### src/rtl/draw_menu_buttons.sv
// Button-column overlay for menu screens: draws N_BTN stacked rectangles on the
// pixel stream, outlines the selected one with a blinking border, and handles
// up/down/confirm keyboard navigation. Pixel path latency is two cycles.
module draw_menu_buttons #(
    parameter int          N_BTN        = 3,
    parameter int          BTN_X        = 400,
    parameter int          BTN_Y0       = 300,
    parameter int          BTN_W        = 224,
    parameter int          BTN_H        = 48,
    parameter int          BTN_PITCH    = 64,
    parameter int          BORDER       = 3,
    parameter logic [11:0] RECT_COLOR   = 12'h0F0,
    parameter logic [11:0] SEL_COLOR    = 12'hFF0,
    parameter int          BLINK_FRAMES = 30,
    parameter int          DEFAULT_SEL  = 0,
    localparam int         SW           = (N_BTN > 1) ? $clog2(N_BTN) : 1
) (
    input  logic          clk_i,
    input  logic          rst_ni,
    input  logic          en_i,
    input  logic          nav_up_i,
    input  logic          nav_down_i,
    input  logic          nav_confirm_i,
    input  logic [10:0]   hcount_i,
    input  logic [10:0]   vcount_i,
    input  logic          hsync_i,
    input  logic          vsync_i,
    input  logic          hblnk_i,
    input  logic          vblnk_i,
    input  logic [11:0]   rgb_i,
    output logic [10:0]   hcount_o,
    output logic [10:0]   vcount_o,
    output logic          hsync_o,
    output logic          vsync_o,
    output logic          hblnk_o,
    output logic          vblnk_o,
    output logic [11:0]   rgb_o,
    output logic [SW-1:0] sel_o,
    output logic          choice_valid_o,
    output logic [SW-1:0] choice_idx_o
);

    localparam int CW = (BLINK_FRAMES > 1) ? $clog2(BLINK_FRAMES) : 1;

    // Per-button geometry decode on the raw input coordinates (stage 1 inputs)
    logic [N_BTN-1:0] hit, bord;

    for (genvar k = 0; k < N_BTN; k++) begin : g_btn
        localparam logic [10:0] X0  = 11'(BTN_X);
        localparam logic [10:0] X1  = 11'(BTN_X + BTN_W);
        localparam logic [10:0] Y0  = 11'(BTN_Y0 + k * BTN_PITCH);
        localparam logic [10:0] Y1  = 11'(BTN_Y0 + k * BTN_PITCH + BTN_H);
        localparam logic [10:0] XI0 = 11'(BTN_X + BORDER);
        localparam logic [10:0] XI1 = 11'(BTN_X + BTN_W - BORDER);
        localparam logic [10:0] YI0 = 11'(BTN_Y0 + k * BTN_PITCH + BORDER);
        localparam logic [10:0] YI1 = 11'(BTN_Y0 + k * BTN_PITCH + BTN_H - BORDER);

        assign hit[k]  = (hcount_i >= X0) && (hcount_i < X1) &&
                         (vcount_i >= Y0) && (vcount_i < Y1);
        assign bord[k] = hit[k] && ((hcount_i < XI0) || (hcount_i >= XI1) ||
                                    (vcount_i < YI0) || (vcount_i >= YI1));
    end

    // Stage 1 registers
    logic [10:0]      hcount_s1_q, vcount_s1_q;
    logic             hsync_s1_q, vsync_s1_q, hblnk_s1_q, vblnk_s1_q;
    logic [11:0]      rgb_s1_q;
    logic             hit_s1_q;
    logic [N_BTN-1:0] bord_s1_q;
    logic             en_q;

    // Navigation / blink state
    logic [SW-1:0] sel_q, sel_d, disp_q, disp_d, cidx_q, cidx_d;
    logic          cv_q, cv_d;
    logic [CW-1:0] ctr_q, ctr_d;
    logic          blink_q, blink_d;
    logic          frame, en_rise;
    logic [11:0]   rgb_d;

    // en_q doubles as the previous-cycle en for edge detection and as the
    // stage-1 copy of en used by the colour mux.
    assign frame   = vblnk_i & ~vblnk_s1_q;
    assign en_rise = en_i & ~en_q;

    // Stage 1: capture timing, colour and geometry flags
    always_ff @(posedge clk_i or negedge rst_ni) begin
        if (!rst_ni) begin
            hcount_s1_q <= '0;
            vcount_s1_q <= '0;
            hsync_s1_q  <= 1'b0;
            vsync_s1_q  <= 1'b0;
            hblnk_s1_q  <= 1'b0;
            vblnk_s1_q  <= 1'b0;
            rgb_s1_q    <= '0;
            hit_s1_q    <= 1'b0;
            bord_s1_q   <= '0;
            en_q        <= 1'b0;
        end else begin
            hcount_s1_q <= hcount_i;
            vcount_s1_q <= vcount_i;
            hsync_s1_q  <= hsync_i;
            vsync_s1_q  <= vsync_i;
            hblnk_s1_q  <= hblnk_i;
            vblnk_s1_q  <= vblnk_i;
            rgb_s1_q    <= rgb_i;
            hit_s1_q    <= |hit;
            bord_s1_q   <= bord;
            en_q        <= en_i;
        end
    end

    // Selection, confirm, frame-latched display copy and blink sequencing
    always_comb begin
        sel_d   = sel_q;
        disp_d  = disp_q;
        cv_d    = 1'b0;
        cidx_d  = cidx_q;
        ctr_d   = ctr_q;
        blink_d = blink_q;
        if (en_rise) begin
            sel_d   = SW'(DEFAULT_SEL);
            disp_d  = SW'(DEFAULT_SEL);
            ctr_d   = '0;
            blink_d = 1'b1;
        end else begin
            if (en_i) begin
                if (nav_confirm_i) begin
                    cv_d   = 1'b1;
                    cidx_d = sel_q;
                end else if (nav_up_i && !nav_down_i) begin
                    sel_d = (sel_q == '0) ? SW'(N_BTN - 1) : sel_q - 1'b1;
                end else if (nav_down_i && !nav_up_i) begin
                    sel_d = (sel_q == SW'(N_BTN - 1)) ? '0 : sel_q + 1'b1;
                end
            end
            if (frame) disp_d = sel_q;
            // A fresh selection restarts the blink so the border shows at once
            if (sel_d != sel_q) begin
                ctr_d   = '0;
                blink_d = 1'b1;
            end else if (frame && (BLINK_FRAMES > 0)) begin
                if (ctr_q == CW'(BLINK_FRAMES - 1)) begin
                    ctr_d   = '0;
                    blink_d = ~blink_q;
                end else begin
                    ctr_d = ctr_q + 1'b1;
                end
            end
        end
    end

    // Navigation state register
    always_ff @(posedge clk_i or negedge rst_ni) begin
        if (!rst_ni) begin
            sel_q   <= SW'(DEFAULT_SEL);
            disp_q  <= SW'(DEFAULT_SEL);
            cv_q    <= 1'b0;
            cidx_q  <= '0;
            ctr_q   <= '0;
            blink_q <= 1'b1;
        end else begin
            sel_q   <= sel_d;
            disp_q  <= disp_d;
            cv_q    <= cv_d;
            cidx_q  <= cidx_d;
            ctr_q   <= ctr_d;
            blink_q <= blink_d;
        end
    end

    // Stage 2 colour priority: blanking, bypass, selection border, fill
    always_comb begin
        rgb_d = rgb_s1_q;
        if (hblnk_s1_q || vblnk_s1_q)           rgb_d = 12'h000;
        else if (!en_q)                         rgb_d = rgb_s1_q;
        else if (bord_s1_q[disp_q] && blink_q)  rgb_d = SEL_COLOR;
        else if (hit_s1_q)                      rgb_d = RECT_COLOR;
    end

    // Stage 2 output registers
    always_ff @(posedge clk_i or negedge rst_ni) begin
        if (!rst_ni) begin
            hcount_o <= '0;
            vcount_o <= '0;
            hsync_o  <= 1'b0;
            vsync_o  <= 1'b0;
            hblnk_o  <= 1'b0;
            vblnk_o  <= 1'b0;
            rgb_o    <= '0;
        end else begin
            hcount_o <= hcount_s1_q;
            vcount_o <= vcount_s1_q;
            hsync_o  <= hsync_s1_q;
            vsync_o  <= vsync_s1_q;
            hblnk_o  <= hblnk_s1_q;
            vblnk_o  <= vblnk_s1_q;
            rgb_o    <= rgb_d;
        end
    end

    assign sel_o          = sel_q;
    assign choice_valid_o = cv_q;
    assign choice_idx_o   = cidx_q;

endmodule
### config.mk
export PLATFORM = sky130hd
export DESIGN_NAME = draw_menu_buttons
export DESIGN_NICKNAME = d
export VERILOG_FILES = /design/src/rtl/draw_menu_buttons.sv
export SDC_FILE = /design/constraint.sdc
export NUM_CORES = 1
export LEC_CHECK = 0
export ABC_AREA = 1
export BUFFER_PORTS_ARGS = -buffer_cell sky130_fd_sc_hd__buf_2
export CAP_MARGIN = 10
export CORE_MARGIN = 1.5
export CORE_UTILIZATION = 30
export DETAILED_ROUTE_END_ITERATION = 8
export PLACE_DENSITY = 0.51
export SLEW_MARGIN = 20
export SYNTH_ARGS = -nofsm -noshare
export SYNTH_HDL_FRONTEND = slang
export SYNTH_SLANG_ARGS = --single-unit
### constraint.sdc
create_clock -name clk_i -period 1.7 [get_ports clk_i]
set_input_delay 0.255 -clock clk_i [delete_from_list [all_inputs] [get_ports clk_i]]
set_output_delay 0.255 -clock clk_i [all_outputs]
set_load 0.005 [all_outputs]
==> metrics.md, run 1 <==
| Metric | Value |
|---|---|
| Status | `finished, final reports clean` |
| WHS | `between 20 and 30 ps` |
| Area leader, netlist | `dfrtp_1` |
| Site Rows | `38` |
| Worst skew pair latency | `about 330 ps` |
| CP dominant cell by count | `nand3_2` |
| CP Class | `flip-flop to flip-flop` |
| TritonCTS Buffers | `9` |
| Final worst setup slack | `about 47 ps` |
| Critical Path RT | `~2000 ps` |
| Post-Synthesis Net Count | `351` |
| Layout area overhead | `32.76%` |
| Final Wtd Congestion | `around 0.8` |
| Relative slew slack | `0.7331` |
| Dpl ws | `around 8.6 ps` |
| Worst VDD drop | `between 600 and 700 uV` |
| IO Pins | `between 80 and 90` |
| Seq/Total Area, Yosys | `0.6893` |
| Most common library cells after synthesis | `93 x dfrtp_1, 40 x nand2_1, 37 x inv_1, 25 x nor2_1, 23 x o21ai_0` |
| Routed Antenna Nets | `0` |
| Starting density of the core | `0.3109` |
| Flops & latches, synth | `94` |
| Total gr overflow | `0` |
| # setup viols final | `0` |
| Die area | `~12000 sq um` |
| Synth top area share | `0.6816` |
| Setup TNS | `0 ps` |
| Fin crit share | `0.9724` |
| Detailed-route DRC error count | `0` |
| Mapped Cells | `roughly 300` |
| Synth Area per Inst | `around 11 sq um` |
| Critical Path Start Type | `flip-flop` |
| First-pass GRT wire length | `between 10000 and 15000 um` |
| Dominant synthesized flop cell | `dfrtp_1` |
| CTS Sinks | `94` |
| # Max-Cap Violations | `0` |
| Yosys warning count | `0` |
| Placed instance count | `about 530` |
| Layout cells sized above 1 | `0.3462` |
| Pin count of the biggest net entering global routing | `38` |
| Total number of vias | `~2400` |
| Slowest Stage Delay on Critical Path | `between 300 and 400 ps` |
| Detailed Routing Iterations Pass 1 | `4` |
| Post-DR vias/cell | `about 4.4` |
| Post-synth EDFFs | `0` |
| All-layer global routing usage | `0.1290` |
| Final min period | `about 1700 ps` |
| Synthesized area | `~3400 sq um` |
| Worst min-delay path class | `input port to flip-flop` |
| Asr flop ratio synth | `1.000` |
| DR WL/cell | `~13 um` |
| Worst-path fanout max | `5` |
| Nets@finish | `about 460` |
| Drt initial violations | `about 130` |
| Yosys cell types | `31` |
| Fill cells | `around 1100` |
| Final instance area | `approximately 4500 sq um` |
| RSZ-0062 raised after global routing | `true` |
| Top-count cell post-synth | `dfrtp_1` |
| CTS tree | `done` |
| Longest Clk Path Bufs | `2` |
| H-tree levels | `3` |
| Final max-slew violation count | `0` |
| Die Ht | `between 100 and 150 um` |
| Clock root cell | `clkbuf_16` |
| Largest delay share family, worst path | `simple AND/OR/NAND/NOR gates` |
| Clock transition at path regs | `~60 ps` |
| Fmax | `about 600 MHz` |
| Detail Placement HPWL | `5012 um` |
| CP max stage cell | `dfrtp_1` |
| Post-place instance area | `slightly above 4000 sq um` |
| CP Capture Type | `flip-flop` |
| Lkg Pwr | `approximately 2.3 nW` |
| Crit path DAT | `approximately 1900 ps` |
| Core area | `roughly 11000 sq um` |
| Port Buffers | `86` |
| Final Non-Filler Cells | `556` |
| Final Hold Vio Count | `0` |
| CP bufs+invs | `1` |
| CP cell instances | `inv_2 -> ha_4 -> nand3_2 -> nand3_2 -> nand2_2 -> nand3_2 -> nand2_4 -> nor2_8 -> nand3_4 -> o21ai_2` |
| Slew @ Worst Pin | `398.9 ps` |
| Synth top area cells | `dfrtp_1 68%, nand2_1 4.4%, inv_1 4.1%` |
| Initial antenna violation count | `0` |
| Number of global-route vias before repair | `between 2000 and 2500` |
| Power density over the cells | `1077 nW/um^2` |
| Final Skew | `about 7.1 ps` |
| Diodes inserted | `0` |
| Drt total wl | `between 7000 and 8000 um` |
| Width of the die | `about 110 um` |
==> layout make-up <==
type	count	area (sq um)	share of cell area
clock buffers	12	256.5	0.05658
clock inverters	3	43.79	0.009660
inverters	43	161.4	0.03561
multi-input cells	165	968.4	0.2136
flip-flops and latches	94	2354	0.5192
well taps	140	175.2	0.03864
repair buffers	99	574.3	0.1267
==> report_power, final <==
part           switching (mW)  leakage, nW  internal, mW
clock network           0.772        0.149          1.21
registers              0.0473         1.15          2.36
logic                   0.285        0.980         0.204
total                    1.10         2.28          3.78
==> what timing repair did <==
action	CTS	global route
setup endpoints to repair	3	6
hold endpoints to repair	24	0
buffers inserted	1	4
gates resized for setup	1	15
cloned	1	0
pin swaps	1	10
hold buffers	1	0
==> metal layers <==
metal	vias to the layer above	GRT usage	part of all wire	wire [um]
met1	1166	0.1600	0.43	2996
met3	11	0.04327	0.055	386
li1	1195	-	-	-
met4	0	0.05009	0.017	118
met2	64	0.2076	0.50	3508
met5	-	0	0	0
==> layout by cell type (no fill, tap or decap), types with 8 or more instances in the layout <==
master,n
nor3_1,8
buf_2,85
inv_2,8
nand3_1,14
nor2_1,25
dfrtp_1,93
nand2_1,38
o21ai_0,23
inv_1,34
clkbuf_16,9
buf_4,9
==> worst paths after layout <==
| kind | from | endpoint | slack, ps | cells past startpoint |
|---|---|---|---|---|
| min reg2reg | vcount_s1_q[2] | vcount_o[2] | 340 | 0 |
| max reg2reg | sel_o[1] | ctr_q[2] | 50 | 10 |
| min | hsync_i | hsync_s1_q | 30 | 1 |
| max | sel_o[1] | ctr_q[2] | 50 | 10 |
| max in group asynchronous | rst_ni | blink_q | 760 | 3 |
| min in group asynchronous | rst_ni | hcount_o[6] | 380 | 2 |
==> through the flow <==
step,utilization,total power [mW]
after global placement,0.3729,2.888
after global routing,0.4127,5.140
after CTS,0.4028,4.940
after detailed placement,0.3729,2.897
final,0.4127,4.884
after floorplan,-,2.650
==> registers in the layout, indices dropped and copies added, names as in the netlist, 2 cells and up <==
signal,flops
bord_s1_q,3
choice_idx_o,2
ctr_q,5
disp_q,2
hcount_o,11
hcount_s1_q,11
rgb_o,12
rgb_s1_q,12
sel_o,2
vcount_o,11
vcount_s1_q,11
==> kinds of logic (layout without fill, tap and decap cells) <==
logic type / Yosys count / in the layout / synth area share
AO/OA/AOI/OAI: 48 / 48 / 0.08208
XOR/XNOR: 4 / 4 / 0.01026
adder cells (fa/ha/maj): 5 / 5 / 0.01832
buffers and inverters: 44 / 157 / 0.04873
flip-flops: 94 / 94 / 0.6893
AND/OR/NAND/NOR: 107 / 108 / 0.1513
==> worst reg2reg max path, delay by kind of cell, from the launching register on <==
kind | cells | cell delay (ps)
buf+inv | 1 | 90
flops | 1 | 390
fa+ha+maj | 1 | 270
simple gates | 7 | 670
compound gates | 1 | 160
Note: power is estimated with default switching activity, not from simulation.
==> inputs of run 2 (changes only) <==
--- a/config.mk
+++ b/config.mk
@@ -12,6 +12,7 @@
 export CORE_UTILIZATION = 30
 export DETAILED_ROUTE_END_ITERATION = 8
 export PLACE_DENSITY = 0.51
+export SETUP_SLACK_MARGIN = 0.3
 export SLEW_MARGIN = 20
 export SYNTH_ARGS = -nofsm -noshare
 export SYNTH_HDL_FRONTEND = slang
==> metrics.md, run 2 (synthesis gave the netlist of run 1 again) <==
| Metric | Value |
|---|---|
| Status | `finished, final reports clean (unchanged)` |
| TritonCTS Buffers | `9 (unchanged)` |
| Worst-path fanout max | `5 (unchanged)` |
| Fmax | `606.5 MHz (was 605.0 MHz)` |
| H-tree levels | `3 (unchanged)` |
| Drt initial violations | `92 (was 129)` |
| Met2 Routed Length | `3524 um (was 3508 um)` |
| CP Class | `flip-flop to flip-flop (unchanged)` |
| Die Ht | `109.7 um (unchanged)` |
| Worst skew pair latency | `330 ps (about the same)` |
| Crit path DAT | `1910 ps (was 1920 ps)` |
| Routed Antenna Nets | `0 (unchanged)` |
| Dpl ws | `34.07 ps (was 8.564 ps)` |
| Clock transition at path regs | `60 ps (about the same)` |
| Critical Path Start Type | `flip-flop (unchanged)` |
| Layout area overhead | `32.94% (was 32.76%)` |
| Top Registers | `rgb_o x12, rgb_s1_q x12 (unchanged)` |
| Longest Clk Path Bufs | `2 (unchanged)` |
| Power density over the cells | `1129 nW/um^2 (was 1077 nW/um^2)` |
| Final instance area | `4539 sq um (was 4533 sq um)` |
| Final worst setup slack | `51.27 ps (was 46.99 ps)` |
| Final max-slew violation count | `0 (unchanged)` |
| Total gr overflow | `0 (unchanged)` |
| Final Hold Vio Count | `0 (unchanged)` |
| IO Pins | `87 (unchanged)` |
| Slew @ Worst Pin | `559.8 ps (was 398.9 ps)` |
| Worst VDD drop | `649.0 uV (was 667.7 uV)` |
| Relative slew slack | `0.6254 (was 0.7331)` |
| Worst min-delay path class | `input port to flip-flop (unchanged)` |
| Pin count of the biggest net entering global routing | `43 (was 38)` |
| DR top layer | `met4 (unchanged)` |
| DR WL/cell | `12.73 um (was 12.61 um)` |
| Initial antenna violation count | `0 (unchanged)` |
| Fin crit share | `0.9698 (was 0.9724)` |
| Detailed-route DRC error count | `0 (unchanged)` |
| Metal3 WL | `372 um (was 386 um)` |
| All-layer global routing usage | `0.1286 (was 0.1290)` |
| Commonest cells after routing, fill and taps aside | `91 x dfrtp_1, 85 x buf_2, 37 x nand2_1 (was 93 x dfrtp_1, 85 x buf_2, 38 x nand2_1)` |
| First-pass GRT wire length | `11740 um (was 11670 um)` |
| RSZ-0062 raised after global routing | `true (unchanged)` |
| Commonest non-fill, non-tap cell in the layout | `dfrtp_1 (unchanged)` |
| Placed instance count | `533 (was 534)` |
| # setup viols final | `0 (unchanged)` |
| Site Rows | `38 (unchanged)` |
| Width of the die | `109.7 um (unchanged)` |
| Diodes inserted | `0 (unchanged)` |
| Met1 Wirelength | `3058 um (was 2996 um)` |
| Starting density of the core | `0.3109 (unchanged)` |
| Lkg Pwr | `2.274 nW (was 2.277 nW)` |
| Setup TNS | `0 ps (unchanged)` |
| Post-DR vias/cell | `4.397 (was 4.381)` |
| Critical Path RT | `1960 ps (was 1970 ps)` |
| Detailed Routing Iterations Pass 1 | `4 (unchanged)` |
| # Max-Cap Violations | `0 (unchanged)` |
| Layout cells sized above 1 | `0.3502 (was 0.3462)` |
| CTS tree | `done (unchanged)` |
| Nets@finish | `459 (was 461)` |
| Drt total wl | `7051 um (was 7010 um)` |
| Number of global-route vias before repair | `2441 (was 2416)` |
| Total number of vias | `2436 (unchanged)` |
| Final Skew | `5.102 ps (was 7.141 ps)` |
| Die area | `12030 sq um (unchanged)` |
| Clock root cell | `clkbuf_16 (unchanged)` |
| Fill cells | `1071 (was 1070)` |
| Core area | `10980 sq um (unchanged)` |
| CP Capture Type | `flip-flop (unchanged)` |
| Final Wtd Congestion | `0.7878 (was 0.8243)` |
| Post-place instance area | `4103 sq um (was 4095 sq um)` |
| Port Buffers | `86 (unchanged)` |
| Final Non-Filler Cells | `554 (was 556)` |
| Total Power | `5.124 mW (was 4.884 mW)` |
| Final min period | `1649 ps (was 1653 ps)` |
| Detail Placement HPWL | `5143 um (was 5012 um)` |
| CTS Sinks | `94 (unchanged)` |
==> run 2: cell count changes in the layout (fill, tap and decap cells not counted), sizes merged <==
cell / previous run / this run
buf: 98 / 96
bufinv: 1 / 3
clkbuf: 12 / 11
clkinv: 3 / 2
==> run 2: report_power, final <==
part           switching (mW)  internal [mW]
clock                   0.763           1.47
combinational           0.287          0.193
sequential             0.0493           2.37
==> run 2: what timing repair did <==
action	CTS	global route
resized for setup	7	5
endpoints found under the setup margin	10	13
hold buffers	1	0
pin swaps	9	5
setup buffers	3	1
gates cloned	1	0
endpoints found under the hold margin	21	0
==> run 2: path summary, 6_finish.rpt <==
check / to / start / cells after the start / slack, ps
max: ctr_q[4] / sel_o[1] / 9 / 50
min: vsync_s1_q / vsync_i / 1 / 30
max reg2reg: ctr_q[4] / sel_o[1] / 9 / 50
min reg2reg: vsync_o / vsync_s1_q / 0 / 350
max in group asynchronous: rgb_o[1] / rst_ni / 3 / 800
min in group asynchronous: vcount_o[10] / rst_ni / 2 / 370
==> run 2: critical path: stages, from the launching register on <==
cell and delay, ps:
dfrtp_2 430, ha_2 180, nand3b_1 160, nand3_2 80
nand2_2 70, nand3_2 90, nand2_4 90, nor2_8 160
nand3_4 140, o21ai_2 170
==> run 2: cell type report <==
type / count / area (sq um) / share of cell area
multi-input combinational: 165 / 973.4 / 0.2144
inverter: 43 / 166.4 / 0.03666
clock buffer: 11 / 242.7 / 0.05347
timing repair buffer: 97 / 530.5 / 0.1169
tap: 140 / 175.2 / 0.03859
sequential: 94 / 2356 / 0.5190
clock inverter: 4 / 95.09 / 0.02095
==> run 2: metrics by stage <==
stage	util	hold WS, ps
floorplan	-	-40.59
global placement	0.3735	180.5
detailed placement	0.3735	185.5
CTS	0.4106	12.55
global route	0.4133	7.790
finish	0.4133	28.57
==> run 2: metal layers <==
layer / GRT usage / vias to the layer above
met4: 0.03896 / 0
li1: - / 1195
met5: 0 / -
met3: 0.04683 / 8
met2: 0.2134 / 62
met1: 0.1561 / 1171
==> inputs of run 3 (changes only) <==
--- a/config.mk
+++ b/config.mk
@@ -10,7 +10,9 @@
 export CAP_MARGIN = 10
 export CORE_MARGIN = 1.5
 export CORE_UTILIZATION = 30
+export CTS_CLUSTER_DIAMETER = 150
 export DETAILED_ROUTE_END_ITERATION = 8
+export HOLD_SLACK_MARGIN = 0.15
 export PLACE_DENSITY = 0.51
 export SETUP_SLACK_MARGIN = 0.3
 export SLEW_MARGIN = 20
==> metrics.md, run 3 (synthesis gave the netlist of run 1 again) <==
| Metric | Value |
|---|---|
| Status | `finished, final reports clean (unchanged)` |
| Worst-path fanout max | `5 (unchanged)` |
| Final Skew | `5.217 ps (was 5.102 ps)` |
| Critical Path Start Type | `flip-flop (unchanged)` |
| Worst min-delay path class | `input port to flip-flop (unchanged)` |
| RSZ-0062 raised after global routing | `true (unchanged)` |
| Reg2reg setup slack | `50 ps (about the same)` |
| Worst skew pair latency | `330 ps (about the same)` |
| Multi-input gate area | `994.7 sq um (was 973.4 sq um)` |
| Power density over the cells | `1050 nW/um^2 (was 1129 nW/um^2)` |
| Final Hold Vio Count | `0 (unchanged)` |
| CP Class | `flip-flop to flip-flop (unchanged)` |
| Total Power | `5.202 mW (was 5.124 mW)` |
| Crit path DAT | `1910 ps (about the same)` |
| TritonCTS Buffers | `9 (unchanged)` |
| Drt total wl | `7343 um (was 7051 um)` |
| Placed instance count | `533 (unchanged)` |
| Die Ht | `109.7 um (unchanged)` |
| Final instance area | `4954 sq um (was 4539 sq um)` |
| Final min period | `1649 ps (about the same)` |
| Detail Placement HPWL | `5143 um (unchanged)` |
| Clock root cell | `clkbuf_16 (unchanged)` |
| Port Buffers | `86 (unchanged)` |
| Worst VDD drop | `647.6 uV (was 649.0 uV)` |
| Commonest non-fill, non-tap cell in the layout | `dfrtp_1 (unchanged)` |
| Core area | `10980 sq um (unchanged)` |
| Pin count of the biggest net entering global routing | `43 (unchanged)` |
| Total number of vias | `2598 (was 2436)` |
| All-layer global routing usage | `0.1344 (was 0.1286)` |
| Site Rows | `38 (unchanged)` |
| Total gr overflow | `0 (unchanged)` |
| Fin crit share | `0.9703 (was 0.9698)` |
| Final max-slew violation count | `0 (unchanged)` |
| Layout cells sized above 1 | `0.3289 (was 0.3502)` |
| Fin util | `0.4510 (was 0.4133)` |
| Post-place instance area | `4103 sq um (unchanged)` |
| Final Wtd Congestion | `0.7878 (unchanged)` |
| Starting density of the core | `0.3109 (unchanged)` |
| Commonest cells after routing, fill and taps aside | `91 x dfrtp_1, 84 x buf_2, 40 x dlygate4sd3_1 (was 91 x dfrtp_1, 85 x buf_2, 37 x nand2_1)` |
| Register area | `2356 sq um (unchanged)` |
| Relative slew slack | `0.6284 (was 0.6254)` |
| Detailed-route DRC error count | `0 (unchanged)` |
| Longest Clk Path Bufs | `2 (unchanged)` |
| # Max-Cap Violations | `0 (unchanged)` |
| Initial antenna violation count | `0 (unchanged)` |
| Critical Path RT | `1960 ps (about the same)` |
| Routed Antenna Nets | `0 (unchanged)` |
| R2R depth | `9 (unchanged)` |
| CP Capture Type | `flip-flop (unchanged)` |
| H-tree levels | `3 (unchanged)` |
| Nets@finish | `498 (was 459)` |
| Lkg Pwr | `2.442 nW (was 2.274 nW)` |
| Detailed Routing Iterations Pass 1 | `4 (unchanged)` |
| # setup viols final | `0 (unchanged)` |
| Clock transition at path regs | `60 ps (about the same)` |
| Final Non-Filler Cells | `593 (was 554)` |
| Top Registers | `rgb_o x12, rgb_s1_q x12 (unchanged)` |
| DR WL/cell | `12.38 um (was 12.73 um)` |
| Hold depth | `3 (was 1)` |
| Layout area overhead | `45.07% (was 32.94%)` |
| Number of global-route vias before repair | `2636 (was 2441)` |
| Width of the die | `109.7 um (unchanged)` |
| IO Pins | `87 (unchanged)` |
| Post-DR vias/cell | `4.381 (was 4.397)` |
| Diodes inserted | `0 (unchanged)` |
| Slew @ Worst Pin | `555.3 ps (was 559.8 ps)` |
| Fmax | `606.2 MHz (was 606.5 MHz)` |
| CTS tree | `done (unchanged)` |
| Die area | `12030 sq um (unchanged)` |
| Drt initial violations | `88 (was 92)` |
| First-pass GRT wire length | `12430 um (was 11740 um)` |
| Fill cells | `1037 (was 1071)` |
| CTS Sinks | `94 (unchanged)` |
[run 3: changes by cell type in the layout (fill, tap and decap cells not counted), moves of 2 or more]
cell           before  now
o21ai_1             6    9
nor3_1              8    6
o21ai_0            23   20
dlygate4sd3_1       1   40
[run 3: report_power, final]
group	total [mW]	internal, mW	switching, mW
sequential	2.42	2.37	0.0499
combinational	0.557	0.254	0.303
clock	2.23	1.47	0.763
total	5.20	4.09	1.12
[run 3: per-layer routing]
metal,up-vias,wire (um),part of all wire,global-route usage
met5,-,0,0,0
met4,0,114,0.016,0.04174
met3,10,355,0.048,0.04742
met2,61,3682,0.50,0.2258
met1,1257,3190,0.43,0.1612
li1,1270,-,-,-
[run 3: path summary, 6_finish.rpt]
check | start | end
setup / recovery | sel_o[1] | ctr_q[4]
hold / removal | nav_confirm_i | choice_valid_o
setup reg to reg | sel_o[1] | ctr_q[4]
min in group asynchronous | rst_ni | vcount_o[10]
max in group asynchronous | rst_ni | rgb_o[1]
hold reg to reg | vcount_s1_q[1] | vcount_o[1]
[run 3: stage by stage]
| stage | hold WS [ps] | setup TNS (ps) | setup slack [ps] |
|---|---|---|---|
| 2_1_floorplan | -40.59 | 0 | 148.6 |
| 3_3_place_gp | 180.5 | 0 | 68.34 |
| 3_5_place_dp | 185.5 | 0 | 34.07 |
| 4_1_cts | 168.6 | 0 | 65.31 |
| 5_1_grt | 217.2 | -42.55 | -31.83 |
| 6_report | 185.9 | 0 | 50.51 |
[run 3: worst max-delay path: stages, from the launching register on]
cell and delay, ps:
dfrtp_2 430, ha_2 180, nand3b_1 160, nand3_2 80, nand2_2 70, nand3_2 90, nand2_4 90, nor2_8 160
nand3_4 140, o21ai_2 170
[run 3: final cells by class]
cell class,count,area share
flip-flops and latches,94,0.4756
multi-input cells,165,0.2008
repair buffers,136,0.1864
clock buffers,11,0.04900
well taps,140,0.03536
inverters,43,0.03359
clock inverters,4,0.01920
[run 3: what timing repair did]
action / CTS / global route
hold buffers: 40 / 0
gates resized for setup: 7 / 14
hold endpoints to repair: 61 / 0
setup endpoints to repair: 10 / 17
buffers inserted: 3 / 1
gates cloned: 1 / 0
pin swaps: 9 / 7
